$ cat src/rtl/uart_pkg.sv
// Shared FSM states, timing constants and sizing helper for the UART transmit path.
package uart_pkg;

  localparam int MAX_REQ         = 8;
  localparam int DELAY_FRAMES    = 234;
  localparam int HALF_DELAY_WAIT = DELAY_FRAMES / 2;

  typedef enum logic [2:0] {
    IDLE,
    LOAD,
    START,
    WAIT_BUSY,
    WAIT_DONE
  } arbState_t;

  // Index width for n requesters, never below one bit.
  function automatic int clog2_req(input int n);
    int w;
    w = 1;
    for (int i = 1; i < MAX_REQ; i++) begin
      if ((1 << w) < n) w = w + 1;
    end
    return w;
  endfunction

endpackage

$ cat src/rtl/uart_tx_arbiter_rr_picker.sv
// Combinational round-robin search: first set request at or above ptr, wrapping.
// Zero latency; no flow control of its own.
module rr_picker
  import uart_pkg::*;
#(
  parameter int NUM_REQ = 4,
  parameter int IDW     = clog2_req(NUM_REQ)
) (
  input  logic [NUM_REQ-1:0] req,
  input  logic [IDW-1:0]     ptr,
  output logic               found,
  output logic [IDW-1:0]     idx
);

  logic [NUM_REQ-1:0] rotReq;

  // Bit i of rotReq is requester (ptr + i) mod NUM_REQ.
  assign rotReq = NUM_REQ'({req, req} >> ptr);

  always_comb begin
    found = 1'b0;
    idx   = '0;
    for (int i = 0; i < NUM_REQ; i++) begin
      if (!found && rotReq[i]) begin
        found = 1'b1;
        idx   = IDW'((int'(ptr) + i) % NUM_REQ);
      end
    end
  end

endmodule

$ cat src/rtl/uart_tx_arbiter.sv
// Round-robin sharing of one UART TX core; request to first tx_start is 3 cycles, 2-cycle inter-byte gap.
// A grant is held through req_valid gaps and tx_busy stalls until the last byte or MAX_PKT bytes.
module uart_tx_arbiter
  import uart_pkg::*;
#(
  parameter int NUM_REQ      = 4,
  parameter int MAX_PKT      = 16,
  parameter int BUSY_TIMEOUT = 8
) (
  input  logic                 clk,
  input  logic                 reset,
  input  logic [NUM_REQ-1:0]   req_valid,
  input  logic [8*NUM_REQ-1:0] req_data,
  input  logic [NUM_REQ-1:0]   req_last,
  output logic [NUM_REQ-1:0]   req_ready,
  output logic                 tx_start,
  output logic [7:0]           tx_data,
  input  logic                 tx_busy,
  output logic                 grant_valid,
  output logic [2:0]           grant_id,
  output logic                 timeout_err
);

  localparam int IDW = clog2_req(NUM_REQ);
  localparam int TW  = $clog2(BUSY_TIMEOUT + 1);

  arbState_t          state, nextState;
  logic [IDW-1:0]     rrPtr, grantIdx, pickIdx;
  logic               pickFound;
  logic [7:0]         byteCnt;
  logic [TW-1:0]      busyCnt;
  logic               lastFlag;
  logic               acceptByte, fireStart, timeoutHit, byteDone, releaseNow;
  logic [NUM_REQ-1:0] readyNext;

  rr_picker #(.NUM_REQ(NUM_REQ), .IDW(IDW)) picker (
    .req   (req_valid),
    .ptr   (rrPtr),
    .found (pickFound),
    .idx   (pickIdx)
  );

  always_ff @(posedge clk) begin
    if (reset) state <= IDLE;
    else       state <= nextState;
  end

  always_comb begin
    nextState = state;
    case (state)
      IDLE:      if (pickFound) nextState = LOAD;
      LOAD:      if (acceptByte) nextState = START;
      START:     if (fireStart) nextState = WAIT_BUSY;
      WAIT_BUSY: begin
        if (tx_busy)         nextState = WAIT_DONE;
        else if (timeoutHit) nextState = releaseNow ? IDLE : LOAD;
      end
      WAIT_DONE: if (byteDone) nextState = releaseNow ? IDLE : LOAD;
      default:   nextState = IDLE;
    endcase
  end

  // A timed-out byte counts as sent and exits exactly like a tx_busy fall.
  always_comb begin
    acceptByte = (state == LOAD) && req_valid[grantIdx];
    fireStart  = (state == START) && !tx_busy;
    timeoutHit = (state == WAIT_BUSY) && !tx_busy && (busyCnt == TW'(BUSY_TIMEOUT - 1));
    byteDone   = timeoutHit || ((state == WAIT_DONE) && !tx_busy);
    releaseNow = byteDone && (lastFlag || (byteCnt == 8'(MAX_PKT)));
    readyNext  = '0;
    if (acceptByte) readyNext[grantIdx] = 1'b1;
  end

  assign grant_id = 3'(grantIdx);

  // req_ready reports the byte captured on the previous edge; the requester pops on seeing it.
  always_ff @(posedge clk) begin
    if (reset) begin
      req_ready   <= '0;
      tx_start    <= 1'b0;
      tx_data     <= '0;
      grant_valid <= 1'b0;
      grantIdx    <= '0;
      timeout_err <= 1'b0;
      rrPtr       <= '0;
      byteCnt     <= '0;
      busyCnt     <= '0;
      lastFlag    <= 1'b0;
    end else begin
      req_ready <= readyNext;
      tx_start  <= fireStart;
      busyCnt   <= (state == WAIT_BUSY) ? busyCnt + 1'b1 : '0;
      if (state == IDLE && pickFound) begin
        grantIdx    <= pickIdx;
        grant_valid <= 1'b1;
        byteCnt     <= '0;
      end
      if (acceptByte) begin
        tx_data  <= req_data[8*grantIdx +: 8];
        lastFlag <= req_last[grantIdx];
        byteCnt  <= byteCnt + 8'd1;
      end
      if (timeoutHit) timeout_err <= 1'b1;
      if (releaseNow) begin
        grant_valid <= 1'b0;
        rrPtr       <= (int'(grantIdx) == NUM_REQ - 1) ? '0 : grantIdx + 1'b1;
      end
    end
  end

endmodule

$ cat config.mk
export PLATFORM = sky130hd
export DESIGN_NAME = uart_tx_arbiter
export DESIGN_NICKNAME = d
export VERILOG_FILES = /design/src/rtl/uart_pkg.sv /design/src/rtl/uart_tx_arbiter_rr_picker.sv /design/src/rtl/uart_tx_arbiter.sv
export SDC_FILE = /design/constraint.sdc
export NUM_CORES = 1
export LEC_CHECK = 0
export ABC_AREA = 1
export ABC_CLOCK_PERIOD_IN_PS = 2330
export BUFFER_PORTS_ARGS = -buffer_cell sky130_fd_sc_hd__buf_2
export CAP_MARGIN = 10
export CORE_MARGIN = 2
export CORE_UTILIZATION = 56
export CTS_CLUSTER_DIAMETER = 150
export CTS_CLUSTER_SIZE = 8
export DETAILED_ROUTE_END_ITERATION = 10
export GPL_TIMING_DRIVEN = 0
export PLACE_DENSITY = 0.85
export SLEW_MARGIN = 20
export SYNTH_ARGS = -nofsm -noshare
export SYNTH_HDL_FRONTEND = slang
export SYNTH_SLANG_ARGS = --single-unit
$ cat constraint.sdc
create_clock -name clk -period 2.33 [get_ports clk]
set_input_delay 0.233 -clock clk [delete_from_list [all_inputs] [get_ports clk]]
set_output_delay 0.233 -clock clk [all_outputs]
set_load 0.02 [all_outputs]
==> results of run 1 <==
state kept, by name, summed over array words and instances (netlist names):
register and count:
tx_data 8, rrPtr 2, grant_valid 1, timeout_err 1, req_ready 4, tx_start 1
byteCnt 8, grantIdx 2, busyCnt 4, lastFlag 1, state 3
layer usage:
layer	up-vias	share of wire [%]	GRT usage [%]
met4	0	1.1	9.375
met5	-	0	0
met3	6	6.2	6.336
li1	1169	-	-
met2	81	49	48.47
met1	1057	43	31.34
worst max-delay path: stages, from the launching register on:
cell and delay (ns):
dfxtp_1 0.44, buf_4 0.22, nand2_2 0.06, nand3_2 0.08, nand2_2 0.06, nor2_4 0.16
buf_2 0.25, nand2_1 0.14, nor2_1 0.13
cell type report:
type | instances | area (um^2) | share of cell area (%)
Sequential cell | 35 | 700.7 | 27.08
Inverter | 33 | 128.9 | 4.981
Buffer | 15 | 91.34 | 3.530
Tap cell | 48 | 60.06 | 2.321
Clock inverter | 2 | 35.03 | 1.354
Clock buffer | 6 | 82.58 | 3.191
Timing Repair Buffer | 58 | 290.3 | 11.22
Multi-Input combinational cell | 238 | 1199 | 46.32
kinds of logic after synthesis:
group           synth area share [%]
simple gates                   35.06
flops                          33.06
buf+inv                        10.39
fa+ha+maj                      4.132
compound gates                 16.35
other cells                   0.1769
xor+xnor                      0.8266
power breakdown:
part           total (mW)  switching [mW]  internal [mW]
combinational        1.13           0.739          0.395
clock               0.568           0.222          0.346
sequential          0.787          0.0773          0.710
cell usage after synthesis (6+ instances only):
cell type  number
o21ai_0        33
inv_1          29
clkbuf_1        6
ha_1            7
dfxtp_1        35
nand2_1        56
nand3_2         6
nand3_1        22
nand2_2         8
o22ai_1        10
a21oi_1        19
nor2_1         58
worst max-delay path by stage:
| stage | cells past startpoint | to | startpoint |
|---|---|---|---|
| finish | 8 | req_ready[2] | grantIdx[0] |
| global route | 8 | req_ready[2] | grantIdx[0] |
| detailed placement | 8 | req_ready[2] | grantIdx[0] |
| CTS | 8 | req_ready[2] | grantIdx[0] |
| floorplan | 9 | tx_data[0] | grantIdx[0] |
| global placement | 8 | req_ready[3] | grantIdx[0] |
through the flow:
step	power [mW]	util, %	hold slack [ns]	setup slack (ns)
finish	2.489	70.68	0.1567	0.7229
global route	2.674	70.68	0.1743	0.5519
CTS	2.493	70.68	0.1518	0.7095
detailed placement	1.919	67.46	0.4348	0.7328
global placement	1.896	67.46	0.4334	0.7532
floorplan	1.613	-	0.3105	0.8426
==> metrics, run 1 <==
outcome finished clean; setup_tns 0 ns; DRT iter0 DRCs 151; Min-Delay Path Class input port to flip-flop; num ports 61; Synth area leader dfxtp_1; async set-reset flop share out of synthesis 0%; Critical R2R Launch grantIdx[0]; die area around 0.0043 mm^2; ANT nets after route 0; Post-Syn Nets 371; Post-Layout Cell Count 435; largest net degree at the start of global routing 12; Distinct cells, synth 32; crit path max fanout 10; vias in the first global route approximately 2,200; Inserted Clock Buffers 5; Synth Instances between 300 and 400; total track usage 27.04%; max-slew violation count 0; Post-Place Cells 427; final WL around 5300 um; Clock Latency Late Sink 0.29 ns; first-pass GRT wire length 9149 um; Setup Skew 0.007309 ns; startpoint types flip-flop; initial antenna violation count 0; number of flops mapped to enable cells by yosys 0; Pwr Density 962.1 mW/mm^2; Setup violations, final 0; chip width 65.52 um; area share of the largest cell type after synthesis approximately a third; HP Start tx_busy; clock tree buffer depth 2; Worst-path clk slew 0.07 ns; Port Buffers 58; LEAKAGE 1.258 nW; Max Freq around 620 MHz; Max VDD drop about 0.66 mV; setup bufs post-CTS 0; sequential share of the synthesized area 33.06%; syn avg cell area 6.603 um^2; dpl hpwl 3942 um; antenna cell count 0; 1st-pass router iterations 4; CP Class flip-flop to flip-flop; Post-synth top flop dfxtp_1; commonest cells after routing, fill and taps aside buf_2 (61), nor2_1 (58), nand2_1 (56); Max Cap Viol 0; final instance area 0.002587 mm^2; GRT overflow 0; worst reg2reg setup slack 0.72 ns; max_slew headroom 64.80%; Ys Warns 0; Worst Setup End Kind flip-flop; CP required between 2 and 3 ns; crit path DAT 1.83 ns; Hold EP tx_start; Vias 2,313; fin crit share 68.97%; hold depth 2; FF-to-FF path depth 8; layout cell share with drive strength beyond 1 25.32%; num rows 22; CTS tree yes; Tmin final 1.607 ns; Slew @ Worst Pin 0.5280 ns; Hold Vio Cnt, Final 0; root buffer cell clkbuf_8; WL per Instance 12.18 um; top cells by area, synth dfxtp_1 (33%), nor2_1 (10%), nand2_1 (9.9%); initial core utilization around 58%; clock tree sinks 35; Post-CTS Resized 0; Synth Register Bits 35; fillers 331; Via density 5.317; worst r2r dst req_ready[2]; commonest non-fill, non-tap cell in the layout buf_2; GPL Wtd Cong 0.8616; Die Ht 65.52 um; core area 0.003661 mm^2; DRC violations left 0; Layout Nets between 400 and 500; CTS Hold Bufs 0; Post-Syn Area 0.002120 mm^2; unrepaired setup endpoints after global routing false; Post-DP Area 0.002470 mm^2; Layout area overhead 22.08%; H-tree Lvls 2
No activity file was read; power rests on OpenSTA's default activity.
==> run 2: changes to the inputs <==
ABC_AREA = 0   (was 1)
ABC_CLOCK_PERIOD_IN_PS = 1410   (was 2330)
CORE_UTILIZATION = 46   (was 56)
PLACE_DENSITY = 0.76   (was 0.85)
clock period = 1.41 ns   (was 2.33 ns; I/O delays follow)
==> metrics, run 2 <==
Worst Setup End Kind flip-flop (unchanged); area share of the largest cell type after synthesis 36.60% (was 33.06%); top cells by area, synth dfxtp_1 (37%), mux4_2 (11%), nand2_1 (5.3%) (was dfxtp_1 (33%), nor2_1 (10%), nand2_1 (9.9%)); total power 2.483 mW (was 2.489 mW); HP Start tx_busy (unchanged); commonest non-fill, non-tap cell in the layout buf_2 (unchanged); vias in the first global route 1,545 (was 2,209); Synth Register Bits 35 (unchanged); Hold Vio Cnt, Final 0 (unchanged); Setup Skew 0.005423 ns (was 0.007309 ns); LEAKAGE 1.129 nW (was 1.258 nW); Vias 1,793 (was 2,313); fin crit share 120.1% (was 68.97%); GRT overflow 0 (unchanged); layout cell share with drive strength beyond 1 36.82% (was 25.32%); CTS tree yes (unchanged); WL per Instance 15.01 um (was 12.18 um); most frequent cell after synthesis dfxtp_1 (was nor2_1); Distinct cells, synth 51 (was 32); initial core utilization 47.86% (was 57.89%); Post-synth top flop dfxtp_1 (unchanged); root buffer cell clkbuf_8 (unchanged); num rows 23 (was 22); total track usage 21.33% (was 27.04%); met3 routed WL 180 um (was 327 um); 1st-pass router iterations 4 (unchanged); syn avg cell area 9.204 um^2 (was 6.603 um^2); crit path max fanout 7 (was 10); num ports 61 (unchanged); max_slew headroom 59.11% (was 64.80%); DRT iter0 DRCs 62 (was 151); largest net degree at the start of global routing 11 (was 12); final WL 4908 um (was 5300 um); Die Ht 68.51 um (was 65.52 um); clock tree sinks 35 (unchanged); Synth Instances 208 (was 321); outcome complete, but fails checks (was finished clean); unrepaired setup endpoints after global routing true (was false); Critical-path top delay cell mux4_2 (was dfxtp_1); Max Used Layer met4 (unchanged); CP required 1.65 ns (was 2.55 ns); fin worst setup slack -0.2833 ns (was 0.7229 ns); Layout Nets 326 (was 436); antenna cell count 0 (unchanged); ANT nets after route 0 (unchanged); clock tree buffer depth 2 (unchanged); DRC violations left 0 (unchanged); Setup violations, final 22 (was 0); crit path DAT 1.93 ns (was 1.83 ns); die area 0.004694 mm^2 (was 0.004293 mm^2); first-pass GRT wire length 7272 um (was 9149 um); Slew @ Worst Pin 0.6078 ns (was 0.5280 ns); Synth area leader dfxtp_1 (unchanged); Worst-path clk slew 0.07 ns (about the same); setup_tns -3.835 ns (was 0 ns); chip width 68.51 um (was 65.52 um); core area 0.004000 mm^2 (was 0.003661 mm^2); M1 WL 2135 um (was 2298 um); CP Class flip-flop to flip-flop (unchanged); cell mode on critical path mux2_4 (was nand2_2); Post-Syn Area 0.001914 mm^2 (was 0.002120 mm^2); Tmin final 1.693 ns (was 1.607 ns); CP startpoint grantIdx[0] (unchanged); Port Buffers 59 (was 58); slowest cell delay on critical path 0.56 ns (was 0.44 ns); Pwr Density 998.2 mW/mm^2 (was 962.1 mW/mm^2); dpl hpwl 3490 um (was 3942 um); initial antenna violation count 0 (unchanged); async set-reset flop share out of synthesis 0% (unchanged); Max Freq 590.6 MHz (was 622.3 MHz); crit-path cells mux4_2, mux2_4, a21oi_4, mux2_4 (was buf_4, nand2_2, nand3_2, nand2_2, nor2_4, buf_2, nand2_1, nor2_1); Clock Latency Late Sink 0.29 ns (about the same); Max Cap Viol 0 (unchanged); Layout area overhead 29.93% (was 22.08%); number of flops mapped to enable cells by yosys 0 (unchanged); Post-Syn Nets 258 (was 371); Final Util 62.18% (was 70.68%); Inserted Clock Buffers 5 (unchanged); Ys Warns 0 (unchanged); Max VDD drop 0.6059 mV (was 0.6577 mV); Top Registers byteCnt (8), tx_data (8) (unchanged); Commonest cells post-synth dfxtp_1 (35), nand2_1 (27), a21oi_1 (20) (was nor2_1 (58), nand2_1 (56), dfxtp_1 (35)); sequential share of the synthesized area 36.60% (was 33.06%); H-tree Lvls 2 (unchanged); Min-Delay Path Class input port to flip-flop (unchanged); max-slew violation count 0 (unchanged); commonest cells after routing, fill and taps aside buf_2 (60), dfxtp_1 (34), nand2_1 (27) (was buf_2 (61), nor2_1 (58), nand2_1 (56)); startpoint types flip-flop (unchanged); violated checks negative setup slack; met2 routed WL 2522 um (was 2614 um); Critical R2R Launch grantIdx[0] (unchanged); dpl ws -0.3922 ns (was 0.7328 ns); Via density 5.483 (was 5.317); GPL Wtd Cong 0.7307 (was 0.8616)
==> run 2: repair_timing <==
action	CTS	global route
gates resized for setup	11	12
hold buffers	0	0
pin swaps	10	7
setup endpoints to repair	25	29
setup buffers	3	1
==> run 2: metal layers <==
metal | GRT usage (%) | vias to the layer above
li1 | - | 898
met1 | 27.77 | 852
met2 | 34.25 | 36
met3 | 5.844 | 7
met4 | 6.750 | 0
met5 | 0 | -
==> run 2: cells by family (layout without fill, tap and decap cells) <==
kind of cell             count (synthesis)  after routing  synth area share, %
AND/OR/NAND/NOR                         86             86                23.53
AO/OA/AOI/OAI                           46             46                16.28
buffers and inverters                   18             87                4.314
adder cells (fa/ha/maj)                  7              7                4.575
other                                    1              1               0.1959
multiplexers                            12             12                13.14
flip-flops                              35             35                36.60
XOR/XNOR                                 3              3                1.373
==> run 2: metrics by stage <==
stage	cell area [um^2]	hold WS [ns]	cells
after floorplan	1933	0.3305	208
after global placement	2291	0.4316	317
after detailed placement	2291	0.4440	317
after CTS	2442	0.2134	327
after global routing	2487	0.2777	327
final	2487	0.2294	327
==> run 2: worst max-delay path: cells and delay by family (launching register included) <==
kind,cells,cell delay (ns)
AOI/OAI and AO/OA,1,0.24
muxes,3,1.06
DFF,1,0.35
==> run 2: power breakdown <==
part	leakage (nW)	switching, mW	internal (mW)	total (mW)
Combinational	0.793	0.322	0.281	0.603
Clock	0.0515	0.359	0.446	0.804
Sequential	0.285	0.0385	1.04	1.08
Total	1.13	0.719	1.76	2.48
==> run 2: layout make-up <==
type                       count  area (um^2)
timing repair buffer          63        325.3
clock buffer                   8        100.1
buffer                         9        61.31
fill                         358         1513
tap                           50        62.56
inverter                       7        26.28
multi-input combinational    155         1207
sequential                    35        704.4
==> run 2: path summary, 6_finish.rpt <==
check	endpoint	slack (ns)	depth (start not counted)
worst min-delay path	rrPtr[0]	0.23	3
worst max-delay path	byteCnt[0]	-0.28	4
worst max register to register	byteCnt[0]	-0.28	4
worst min register to register	tx_data[3]	0.45	2
==> run 3: changes to the inputs <==
CORE_MARGIN = 1   (was 2)
CORE_UTILIZATION = 40   (was 46)
PLACE_DENSITY = 0.68   (was 0.76)
==> metrics, run 3 (same netlist as run 2, synthesis figures left out) <==
crit-path cells mux4_2, mux2_4, a21oi_4, mux2_2 (was mux4_2, mux2_4, a21oi_4, mux2_4); Worst Setup End Kind flip-flop (unchanged); chip width 71.18 um (was 68.51 um); Layout Nets 332 (was 326); max-slew violation count 0 (unchanged); Die Ht 71.18 um (was 68.51 um); first-pass GRT wire length 7583 um (was 7272 um); worst reg2reg setup slack -0.25 ns (was -0.28 ns); total track usage 19.55% (was 21.33%); Pwr Density 965.6 mW/mm^2 (was 998.2 mW/mm^2); initial antenna violation count 0 (unchanged); fin worst setup slack -0.2495 ns (was -0.2833 ns); final instance area 0.002552 mm^2 (was 0.002487 mm^2); CTS tree yes (unchanged); core area 0.004474 mm^2 (was 0.004000 mm^2); H-tree Lvls 2 (unchanged); Post-DP Area 0.002293 mm^2 (was 0.002291 mm^2); Final Util 57.05% (was 62.18%); Setup violations, final 26 (was 22); Sequential Power Share 43.6% (was 43.3%); commonest non-fill, non-tap cell in the layout buf_2 (unchanged); DRT iter0 DRCs 86 (was 62); die area 0.005067 mm^2 (was 0.004694 mm^2); unrepaired setup endpoints after global routing true (unchanged); WL per Instance 14.31 um (was 15.01 um); Net Sw Power 0.7271 mW (was 0.7192 mW); Top Registers byteCnt (8), tx_data (8) (unchanged); fillers 425 (was 358); slowest cell delay on critical path 0.55 ns (was 0.56 ns); vias in the first global route 1,654 (was 1,545); Max Freq 602.6 MHz (was 590.6 MHz); root buffer cell clkbuf_8 (unchanged); Critical-path top delay cell mux4_2 (unchanged); commonest cells after routing, fill and taps aside buf_2 (60), dfxtp_1 (33), nand2_1 (27) (was buf_2 (60), dfxtp_1 (34), nand2_1 (27)); Inserted Clock Buffers 5 (unchanged); initial core utilization 42.79% (was 47.86%); clock tree sinks 35 (unchanged); Min-Delay Path Class input port to flip-flop (unchanged); num ports 61 (unchanged); LEAKAGE 1.156 nW (was 1.129 nW); Tmin final 1.659 ns (was 1.693 ns); outcome complete, but fails checks (unchanged); crit path DAT 1.90 ns (was 1.93 ns); crit path max fanout 7 (unchanged); Clock Latency Late Sink 0.29 ns (about the same); max_slew headroom 63.25% (was 59.11%); Vias 1,806 (was 1,793); Post-Layout Cell Count 335 (was 327); violated checks negative setup slack (unchanged); clock tree buffer depth 2 (unchanged); Layout area overhead 33.33% (was 29.93%); Worst-path clk slew 0.07 ns (about the same); 1st-pass router iterations 4 (unchanged); fin crit share 117.7% (was 120.1%); clock share of power 30.5% (was 32.4%); dpl hpwl 3368 um (was 3490 um); antenna cell count 0 (unchanged); Slew @ Worst Pin 0.5512 ns (was 0.6078 ns); num rows 24 (was 23); final WL 4793 um (was 4908 um); Max Cap Viol 0 (unchanged); CP Class flip-flop to flip-flop (unchanged); GRT overflow 0 (unchanged); startpoint types flip-flop (unchanged); P_int 1.738 mW (was 1.764 mW); Post-Place Cells 319 (was 317); Hold Vio Cnt, Final 0 (unchanged); Comb pwr share 25.9% (was 24.3%); ANT nets after route 0 (unchanged); layout cell share with drive strength beyond 1 38.87% (was 36.82%); GPL Wtd Cong 0.7998 (was 0.7307); switching share of total power 29.50% (was 28.96%); CP required 1.65 ns (about the same); Port Buffers 59 (unchanged); DRC violations left 0 (unchanged); Via density 5.391 (was 5.483); largest net degree at the start of global routing 12 (was 11); Max VDD drop 0.4869 mV (was 0.6059 mV); Setup Skew 0.004894 ns (was 0.005423 ns)
run 3: stage by stage:
step	setup WS [ns]	power, mW	setup TNS [ns]	hold slack, ns
5_1_grt	-0.3187	2.583	-5.997	0.2802
2_1_floorplan	-0.3546	1.441	-3.839	0.3305
3_5_place_dp	-0.4185	1.623	-6.715	0.4441
6_report	-0.2495	2.465	-4.167	0.2459
3_3_place_gp	-0.4036	1.617	-6.403	0.4328
4_1_cts	-0.2862	2.439	-3.916	0.2280
run 3: what timing repair did:
action / in CTS / in global routing
setup endpoints to repair: 29 / 26
gates resized for setup: 14 / 13
pin swaps: 8 / 12
hold buffers: 0 / 0
buffers inserted: 7 / 2
run 3: cell type report:
type                    count  area, um^2  share of cell area [%]
multi-input cells         155        1229                   48.14
flip-flops and latches     35       705.7                   27.65
repair buffers             68       366.6                   14.36
clock buffers               7       86.33                   3.382
plain buffers              10       68.82                   2.696
well taps                  52       65.06                   2.549
inverters                   7       26.28                   1.029
clock inverters             1       5.005                  0.1961
run 3: layer usage:
metal / wire length [um] / global-route usage [%] / share of wire (%) / vias up
met1: 2245 / 26.12 / 47 / 845
li1: - / - / - / 916
met3: 181 / 4.843 / 3.8 / 5
met5: 0 / 0 / 0 / -
met2: 2309 / 30.90 / 48 / 40
met4: 57 / 6.667 / 1.2 / 0
run 3: path summary, 6_finish.rpt:
kind | end | startpoint | cells after the start
worst max-delay path | byteCnt[0] | grantIdx[0] | 4
worst min-delay path | rrPtr[1] | tx_busy | 3
worst min register to register | tx_data[4] | tx_data[4] | 2
worst max register to register | byteCnt[0] | grantIdx[0] | 4
run 3: power by group through the flow:
stage | sequential, mW | combinational [mW] | clock (mW)
after global routing | 1.08 | 0.692 | 0.810
after floorplan | 1.13 | 0.312 | 0
after global placement | 1.10 | 0.522 | 0
final | 1.08 | 0.638 | 0.752
after CTS | 1.07 | 0.608 | 0.760
after detailed placement | 1.10 | 0.526 | 0
run 3: critical path, delay by kind of cell (launching register included):
family	cells	cell delay [ns]
flip-flops	1	0.36
multiplexers	3	1.04
AO/OA/AOI/OAI	1	0.22
